$ cat src/rtl/dc_pkg.sv
// Shared definitions for the DVI capture path: pixel-word layout and the
// capture state encoding. The word layout is common to the packer (write
// side) and sync_controller (read side).
package dc_pkg;

    localparam int WORD_W  = 44;
    localparam int COORD_W = 10;
    localparam int COLOR_W = 8;

    localparam int X_MSB = 43;
    localparam int X_LSB = 34;
    localparam int Y_MSB = 33;
    localparam int Y_LSB = 24;
    localparam int R_MSB = 23;
    localparam int R_LSB = 16;
    localparam int G_MSB = 15;
    localparam int G_LSB = 8;
    localparam int B_MSB = 7;
    localparam int B_LSB = 0;

    typedef enum logic {
        S_WAIT_VS = 1'b0,
        S_ACTIVE  = 1'b1
    } state_t;

    typedef logic [WORD_W-1:0]  pix_word_t;
    typedef logic [COORD_W-1:0] coord_t;

    // Builds a FIFO word from a raster position and an RGB triple.
    function automatic pix_word_t pack_word(
        input coord_t             x,
        input coord_t             y,
        input logic [COLOR_W-1:0] r,
        input logic [COLOR_W-1:0] g,
        input logic [COLOR_W-1:0] b
    );
        pix_word_t w;
        w              = '0;
        w[X_MSB:X_LSB] = x;
        w[Y_MSB:Y_LSB] = y;
        w[R_MSB:R_LSB] = r;
        w[G_MSB:G_LSB] = g;
        w[B_MSB:B_LSB] = b;
        return w;
    endfunction

    // Field extractors for the read side.
    function automatic coord_t word_x(input pix_word_t w);
        return w[X_MSB:X_LSB];
    endfunction

    function automatic coord_t word_y(input pix_word_t w);
        return w[Y_MSB:Y_LSB];
    endfunction

endpackage

$ cat src/rtl/raster_counter.sv
// Raster position tracking for the DVI packer. Detects the frame-start
// edge on in_vs and the data-enable edges, keeps the (x, y) position of the
// current pixel and flags raster overruns. The position presented on
// x_pix/y_pix is the one the pixel on the inputs this cycle belongs to,
// with a coincident frame start already applied (that pixel is (0,0)).
module raster_counter
    import dc_pkg::*;
#(
    parameter int H_ACTIVE = 640,
    parameter int V_ACTIVE = 480,
    parameter int VS_POL   = 1
) (
    input  logic   clk_25,
    input  logic   rst,
    input  logic   active,
    input  logic   enable,
    input  logic   in_de,
    input  logic   in_vs,
    output logic   fs,
    output logic   run,
    output logic   de_rise,
    output logic   h_over,
    output logic   v_over,
    output coord_t x_pix,
    output coord_t y_pix
);

    localparam coord_t H_END  = COORD_W'(H_ACTIVE);
    localparam coord_t V_END  = COORD_W'(V_ACTIVE);
    localparam coord_t ONE    = COORD_W'(1);
    localparam logic   VS_ACT = (VS_POL != 0);

    logic   de_q;
    logic   vs_q;
    coord_t x;
    coord_t y;
    coord_t x_next;
    coord_t y_next;
    logic   clear;
    logic   de_fall;

    // Frame start is the first cycle in_vs sits at its active level.
    assign fs      = (in_vs == VS_ACT) && (vs_q != VS_ACT);

    // A frame start with enable high (re)starts capture; one with enable
    // low ends it, so the pixel in that cycle is not counted.
    assign clear   = fs && enable;
    assign run     = clear || (active && !fs);

    assign de_rise = in_de && !de_q;
    assign de_fall = !in_de && de_q;

    assign x_pix   = clear ? '0 : x;
    assign y_pix   = clear ? '0 : y;

    // x pinned at H_END means the line is already too long.
    assign h_over  = run && in_de && (x_pix == H_END);
    // A new line starting once y has saturated means too many lines.
    assign v_over  = run && de_rise && (y_pix == V_END);

    // Next raster position: advance x per pixel, wrap to the next line on
    // the end of data-enable; both counters saturate at the active size.
    always_comb begin
        x_next = x;
        y_next = y;
        if (run) begin
            x_next = x_pix;
            y_next = y_pix;
            if (in_de) begin
                if (x_pix < H_END) begin
                    x_next = x_pix + ONE;
                end
            end else if (de_fall && !clear) begin
                x_next = '0;
                if (y_pix < V_END) begin
                    y_next = y_pix + ONE;
                end
            end
        end
    end

    // Edge-detect registers and position counters. vs_q resets to the
    // active level so a frame start needs a fresh inactive-to-active edge.
    always_ff @(posedge clk_25) begin
        if (rst) begin
            de_q <= 1'b0;
            vs_q <= VS_ACT;
            x    <= '0;
            y    <= '0;
        end else begin
            de_q <= in_de;
            vs_q <= in_vs;
            x    <= x_next;
            y    <= y_next;
        end
    end

endmodule

$ cat src/rtl/dvi_pixel_packer.sv
// DVI pixel packer: tags each active pixel with its raster position, packs
// it into a 44-bit FIFO word and writes it with a one-cycle latency.
// Handles frame alignment, optional decimation (1, 2 or 4), drops on a full
// FIFO and sticky raster/overflow status.
module dvi_pixel_packer
    import dc_pkg::*;
#(
    parameter int H_ACTIVE = 640,
    parameter int V_ACTIVE = 480,
    parameter int DECIM    = 1,
    parameter int VS_POL   = 1
) (
    input  logic               clk_25,
    input  logic               rst,
    input  logic               enable,
    input  logic               in_de,
    input  logic               in_vs,
    input  logic [COLOR_W-1:0] in_r,
    input  logic [COLOR_W-1:0] in_g,
    input  logic [COLOR_W-1:0] in_b,
    output logic               wrclk,
    output logic               wrreq,
    output logic [WORD_W-1:0]  data,
    input  logic               wrfull,
    input  logic               clr_status,
    output logic               overflow,
    output logic               line_err,
    output logic [15:0]        drop_cnt,
    output logic [7:0]         frame_cnt
);

    localparam coord_t H_END  = COORD_W'(H_ACTIVE);
    localparam coord_t V_END  = COORD_W'(V_ACTIVE);
    // DECIM is a power of two, so "coordinate mod DECIM" is a low-bit mask.
    localparam coord_t D_MASK = COORD_W'(DECIM - 1);

    state_t state;
    logic   fs;
    logic   run;
    logic   de_rise;
    logic   h_over;
    logic   v_over;
    coord_t x_pix;
    coord_t y_pix;
    logic   in_raster;
    logic   on_grid;
    logic   valid;
    logic   push;
    logic   drop;

    assign wrclk = clk_25;

    raster_counter #(
        .H_ACTIVE (H_ACTIVE),
        .V_ACTIVE (V_ACTIVE),
        .VS_POL   (VS_POL)
    ) u_raster (
        .clk_25  (clk_25),
        .rst     (rst),
        .active  (state == S_ACTIVE),
        .enable  (enable),
        .in_de   (in_de),
        .in_vs   (in_vs),
        .fs      (fs),
        .run     (run),
        .de_rise (de_rise),
        .h_over  (h_over),
        .v_over  (v_over),
        .x_pix   (x_pix),
        .y_pix   (y_pix)
    );

    assign in_raster = (x_pix < H_END) && (y_pix < V_END);
    assign on_grid   = ((x_pix & D_MASK) == '0) && ((y_pix & D_MASK) == '0);
    assign valid     = run && in_de && in_raster && on_grid;
    assign push      = valid && !wrfull;
    assign drop      = valid && wrfull;

    // Capture FSM, frame counter and the registered FIFO write port.
    //   state     | meaning
    //   S_WAIT_VS | idle; waiting for a frame start with enable high
    //   S_ACTIVE  | capturing; pixels are pushed until a frame start with
    //             | enable low
    always_ff @(posedge clk_25) begin
        if (rst) begin
            state     <= S_WAIT_VS;
            frame_cnt <= '0;
            wrreq     <= 1'b0;
            data      <= '0;
        end else begin
            if (fs) begin
                if (enable) begin
                    state     <= S_ACTIVE;
                    frame_cnt <= frame_cnt + 8'd1;
                end else begin
                    state     <= S_WAIT_VS;
                end
            end
            wrreq <= push;
            if (push) begin
                data <= pack_word(x_pix, y_pix, in_r, in_g, in_b);
            end
        end
    end

    // Sticky status; a drop or raster error in the same cycle as a clear
    // wins, so the event is never lost.
    always_ff @(posedge clk_25) begin
        if (rst) begin
            overflow <= 1'b0;
            line_err <= 1'b0;
            drop_cnt <= '0;
        end else begin
            if (clr_status) begin
                overflow <= 1'b0;
                line_err <= 1'b0;
                drop_cnt <= '0;
            end
            if (drop) begin
                overflow <= 1'b1;
                if (clr_status) begin
                    drop_cnt <= 16'd1;
                end else if (drop_cnt != 16'hFFFF) begin
                    drop_cnt <= drop_cnt + 16'd1;
                end
            end
            if (h_over || v_over) begin
                line_err <= 1'b1;
            end
        end
    end

endmodule

$ cat config.mk
export PLATFORM = sky130hd
export DESIGN_NAME = dvi_pixel_packer
export DESIGN_NICKNAME = d
export VERILOG_FILES = /design/src/rtl/dc_pkg.sv /design/src/rtl/raster_counter.sv /design/src/rtl/dvi_pixel_packer.sv
export SDC_FILE = /design/constraint.sdc
export NUM_CORES = 1
export LEC_CHECK = 0
export ABC_AREA = 0
export CAP_MARGIN = 10
export CORE_MARGIN = 1
export CORE_UTILIZATION = 45
export DETAILED_ROUTE_END_ITERATION = 7
export GPL_TIMING_DRIVEN = 0
export PLACE_DENSITY = 0.73
export SETUP_SLACK_MARGIN = 0.4
export SLEW_MARGIN = 0
export SYNTH_ARGS = -nofsm -noshare
export SYNTH_HDL_FRONTEND = slang
export SYNTH_SLANG_ARGS = --single-unit
$ cat constraint.sdc
create_clock -name clk_25 -period 2.57 [get_ports clk_25]
set_clock_uncertainty 0.05 [all_clocks]
set_input_delay 0.771 -clock clk_25 [delete_from_list [all_inputs] [get_ports clk_25]]
set_output_delay 0.771 -clock clk_25 [all_outputs]
set_load 0.02 [all_outputs]
==> metrics.yaml <==
critical_path:
  regToRegStartpoint: "u_raster.x[7]$_SDFFE_PP0P_"
  path_buf_inv: 4
  critical_path.endpoint_type: "output port"
  r2r_end: "drop_cnt[5]$_SDFF_PP0_"
  path_common_cell: "buf_8"
  critical-path-top-delay-family: "buffers and inverters"
  crit_chain: "buf_8 -> buf_8 -> buf_8 -> buf_6"
  reg2reg_depth: 6
  max_stage_delay_ns: 0.12
  startpoint_type: "clock port"
  regToRegSetupSlack_ns: 0.59
  critical_path.slowest_cell: "buf_6"
  arrival_ns: 1.70
  critical_path.max_fanout: 2
  required_ns: 1.75
  critPathKind: "clock port to output port"
final_layout:
  final_area_mm2: 0.00577
  drive_gt1_frac: 0.112
  utilization: 0.652
  antennaDiodeCount: 0
  fin_nets: 645
  fin_cells: 722
  area_growth_pct: 37.7
power:
  peakVddDrop_uv: 300
  leakage_nw: 2.43
  finalPower_w: 0.00297
  powerDensity_mw_per_mm2: 515
drt:
  drcViolationCount: 1
  wl_per_cell_um: 15.8
  routed_wl_um: 11400
  routed_via_density: 5.77
  num_vias: 4165
  ant_nets: 0
  first_pass_iters: 8
  dr.first_iter.drc_count: 313
logic_synthesis:
  syn_nets: 518
  synth-edff-count: 0
  synthFlopType: "dfxtp_1"
  ys.warnings.count: 0
  ys_seq_area_frac: 0.449
  syn_inst: 482
  synth_area_mm2: 0.00419
  synthArstFlopShare: 0
  ys_ff_latch: 94
  avgSynthCellArea_um2: 8.69
  ys_types: 51
run:
  cap_violations: 0
hold_path:
  hold_depth: 2
  worst_hold_path_type: "register to register"
  worstHoldStart: "data[42]$_SDFFE_PP0P_"
  hold_end: "data[42]$_SDFFE_PP0P_"
timing:
  finalSetupViolCount: 0
  worst_pin_slew_ns: 0.622
  slew_headroom: 0.585
  rsz0062_at_grt: "true"
  drv_slew: 0
  timing.final.ws_setup_ns: 0.0459
  hold_viol: 0
floorplan:
  start_util: 0.474
  die_y_um: 98.5
  fp.dieW_um: 98.5
  ios: 103
  core_mm2: 0.00885
  dieArea_mm2: 0.00970
  rows: 34
global_route:
  overflow: 0
  grt_use_met3: 0.0787
  track_usage: 0.245
  grt_pass1_wl_um: 19000
  grt_max_degree: 16
  grt_util_met2: 0.389
  grt-busiest-layer: "met2"
  met1_usage: 0.309
  first_global_vias: 4039
  antenna_found_initial: 0
clock_network:
  clkSlewWorstSetupHoldPaths_ns: 0.08
  clock_latency_ns: 0.46
  ctsHoldBuffers: 0
  cts_tree: "done"
placement:
  dp_slack_ns: -0.625
  dp_cells: 692
  gp_congestion: 0.896
  place_hpwl_um: 8040
  port_buffers: 102
  post_dp_cell_area_mm2: 0.00536
outcome:
  status: "complete, but fails checks"
  violations: "design-rule violations"
stage by stage:
| step | TNS [ns] | hold slack, ns |
|---|---|---|
| final | 0 | 0.420 |
| after global routing | 0 | 0.445 |
| after CTS | 0 | 0.425 |
| after detailed placement | -32.01 | 0.408 |
| after global placement | -29.86 | 0.402 |
| after floorplan | 0 | 0.421 |
cells in the mapped netlist, types with 2 or more instances:
| master | instances | share of area |
|---|---|---|
| a41o_1 | 5 | 0.012 |
| nand3b_1 | 2 | 0.0036 |
| buf_4 | 4 | 0.0072 |
| a21oi_1 | 43 | 0.051 |
| nor2_1 | 61 | 0.055 |
| nand4_1 | 18 | 0.027 |
| clkbuf_1 | 19 | 0.017 |
| nor4_1 | 2 | 0.0030 |
| and3_1 | 4 | 0.0060 |
| a31oi_1 | 6 | 0.0090 |
| xnor2_1 | 3 | 0.0063 |
| and2_1 | 5 | 0.0075 |
| inv_1 | 10 | 0.0090 |
| or4_1 | 5 | 0.0090 |
| ha_1 | 5 | 0.015 |
| a21o_1 | 2 | 0.0036 |
| o21bai_1 | 3 | 0.0054 |
| o31ai_1 | 6 | 0.011 |
| a31o_2 | 2 | 0.0042 |
| and4_1 | 2 | 0.0042 |
| a32oi_1 | 2 | 0.0042 |
| or3_1 | 9 | 0.013 |
| nand2_1 | 30 | 0.027 |
| mux2i_1 | 34 | 0.081 |
| nand3_1 | 31 | 0.037 |
| xor2_1 | 5 | 0.010 |
| o21ai_0 | 15 | 0.018 |
| dfxtp_1 | 94 | 0.45 |
| nand2b_1 | 17 | 0.025 |
| nor2b_1 | 3 | 0.0045 |
| nor3_1 | 5 | 0.0060 |
| buf_2 | 4 | 0.0048 |
| or2_2 | 3 | 0.0045 |
| o211ai_1 | 5 | 0.0090 |
| o21a_1 | 2 | 0.0036 |
cells by family after synthesis:
kind of cell | share of synthesized area
AOI/OAI and AO/OA | 0.148
xor gates and xnor gates | 0.0167
adders and majority gates | 0.0149
buffers and inverters | 0.0388
DFF | 0.449
muxes | 0.0839
and+or+nand+nor | 0.248
registers in the layout, indices dropped and copies added, names as in the netlist, 8 cells and up:
signal	cells
drop_cnt	16
u_raster.y	10
u_raster.x	10
frame_cnt	8
data	44
power by group:
group          switching (W)  internal [W]  leakage (nW)
clock network       0.000582      0.000732         0.142
logic              0.0000998     0.0000874          1.53
registers         0.00000745       0.00147         0.760
total               0.000689       0.00228          2.43
worst max-delay path by stage:
| stage | to | cells past startpoint | slack [ns] | start |
|---|---|---|---|---|
| floorplan | wrclk | 1 | 0.36 | clk_25 |
| global placement | data[43]$_SDFFE_PP0P_ | 8 | -0.58 | in_de |
| detailed placement | data[37]$_SDFFE_PP0P_ | 8 | -0.63 | in_de |
| CTS | wrclk | 4 | 0.01 | clk_25 |
| global route | wrclk | 4 | 0.03 | clk_25 |
| finish | wrclk | 4 | 0.05 | clk_25 |
repair_timing:
item	CTS	global route
resized for setup	104	19
buffers inserted	11	0
setup endpoints to repair	144	28
pin swaps	4	3
worst register-to-register path: stages (launching register included):
cell and delay [ns]:
dfxtp_1 0.40, o21ai_2 0.26, nand4_1 0.13, buf_4 0.19, a21o_4 0.25, or4_4 0.51, a21oi_2 0.14
layout by cell type, fill, tap and decap left out, drive strengths merged, types with 3 or more instances in the layout:
cell,instances
dlygate4sd2,73
nor4,3
ha,5
nor2,61
xor2,5
or2,3
nand2,30
and2,5
or4,6
and3,4
a21oi,43
nor2b,3
o211ai,5
a31oi,6
nand2b,17
o21bai,3
a41o,5
clkdlybuf4s50,27
buf,23
inv,10
o31ai,6
clkinv,3
o21ai,16
xnor2,3
clkbuf,30
dfxtp,94
nor3,5
or3,9
nand4,18
mux2i,34
nand3,31
cell type report:
cell class,count,area [um2]
sequential,94,1890
buffer,28,203
tap,108,135
timing repair buffer,112,1000
multi-input combinational,350,2240
clock inverter,6,86.3
inverter,10,37.5
fill,799,3080
clock buffer,14,183
layer usage:
metal  vias to the layer above  wire, um
met4                         0       251
met1                      1946      4950
met5                         -         0
met3                        35      1060
li1                       1991         -
met2                       193      5140
Power figures use the tool's default switching activity.
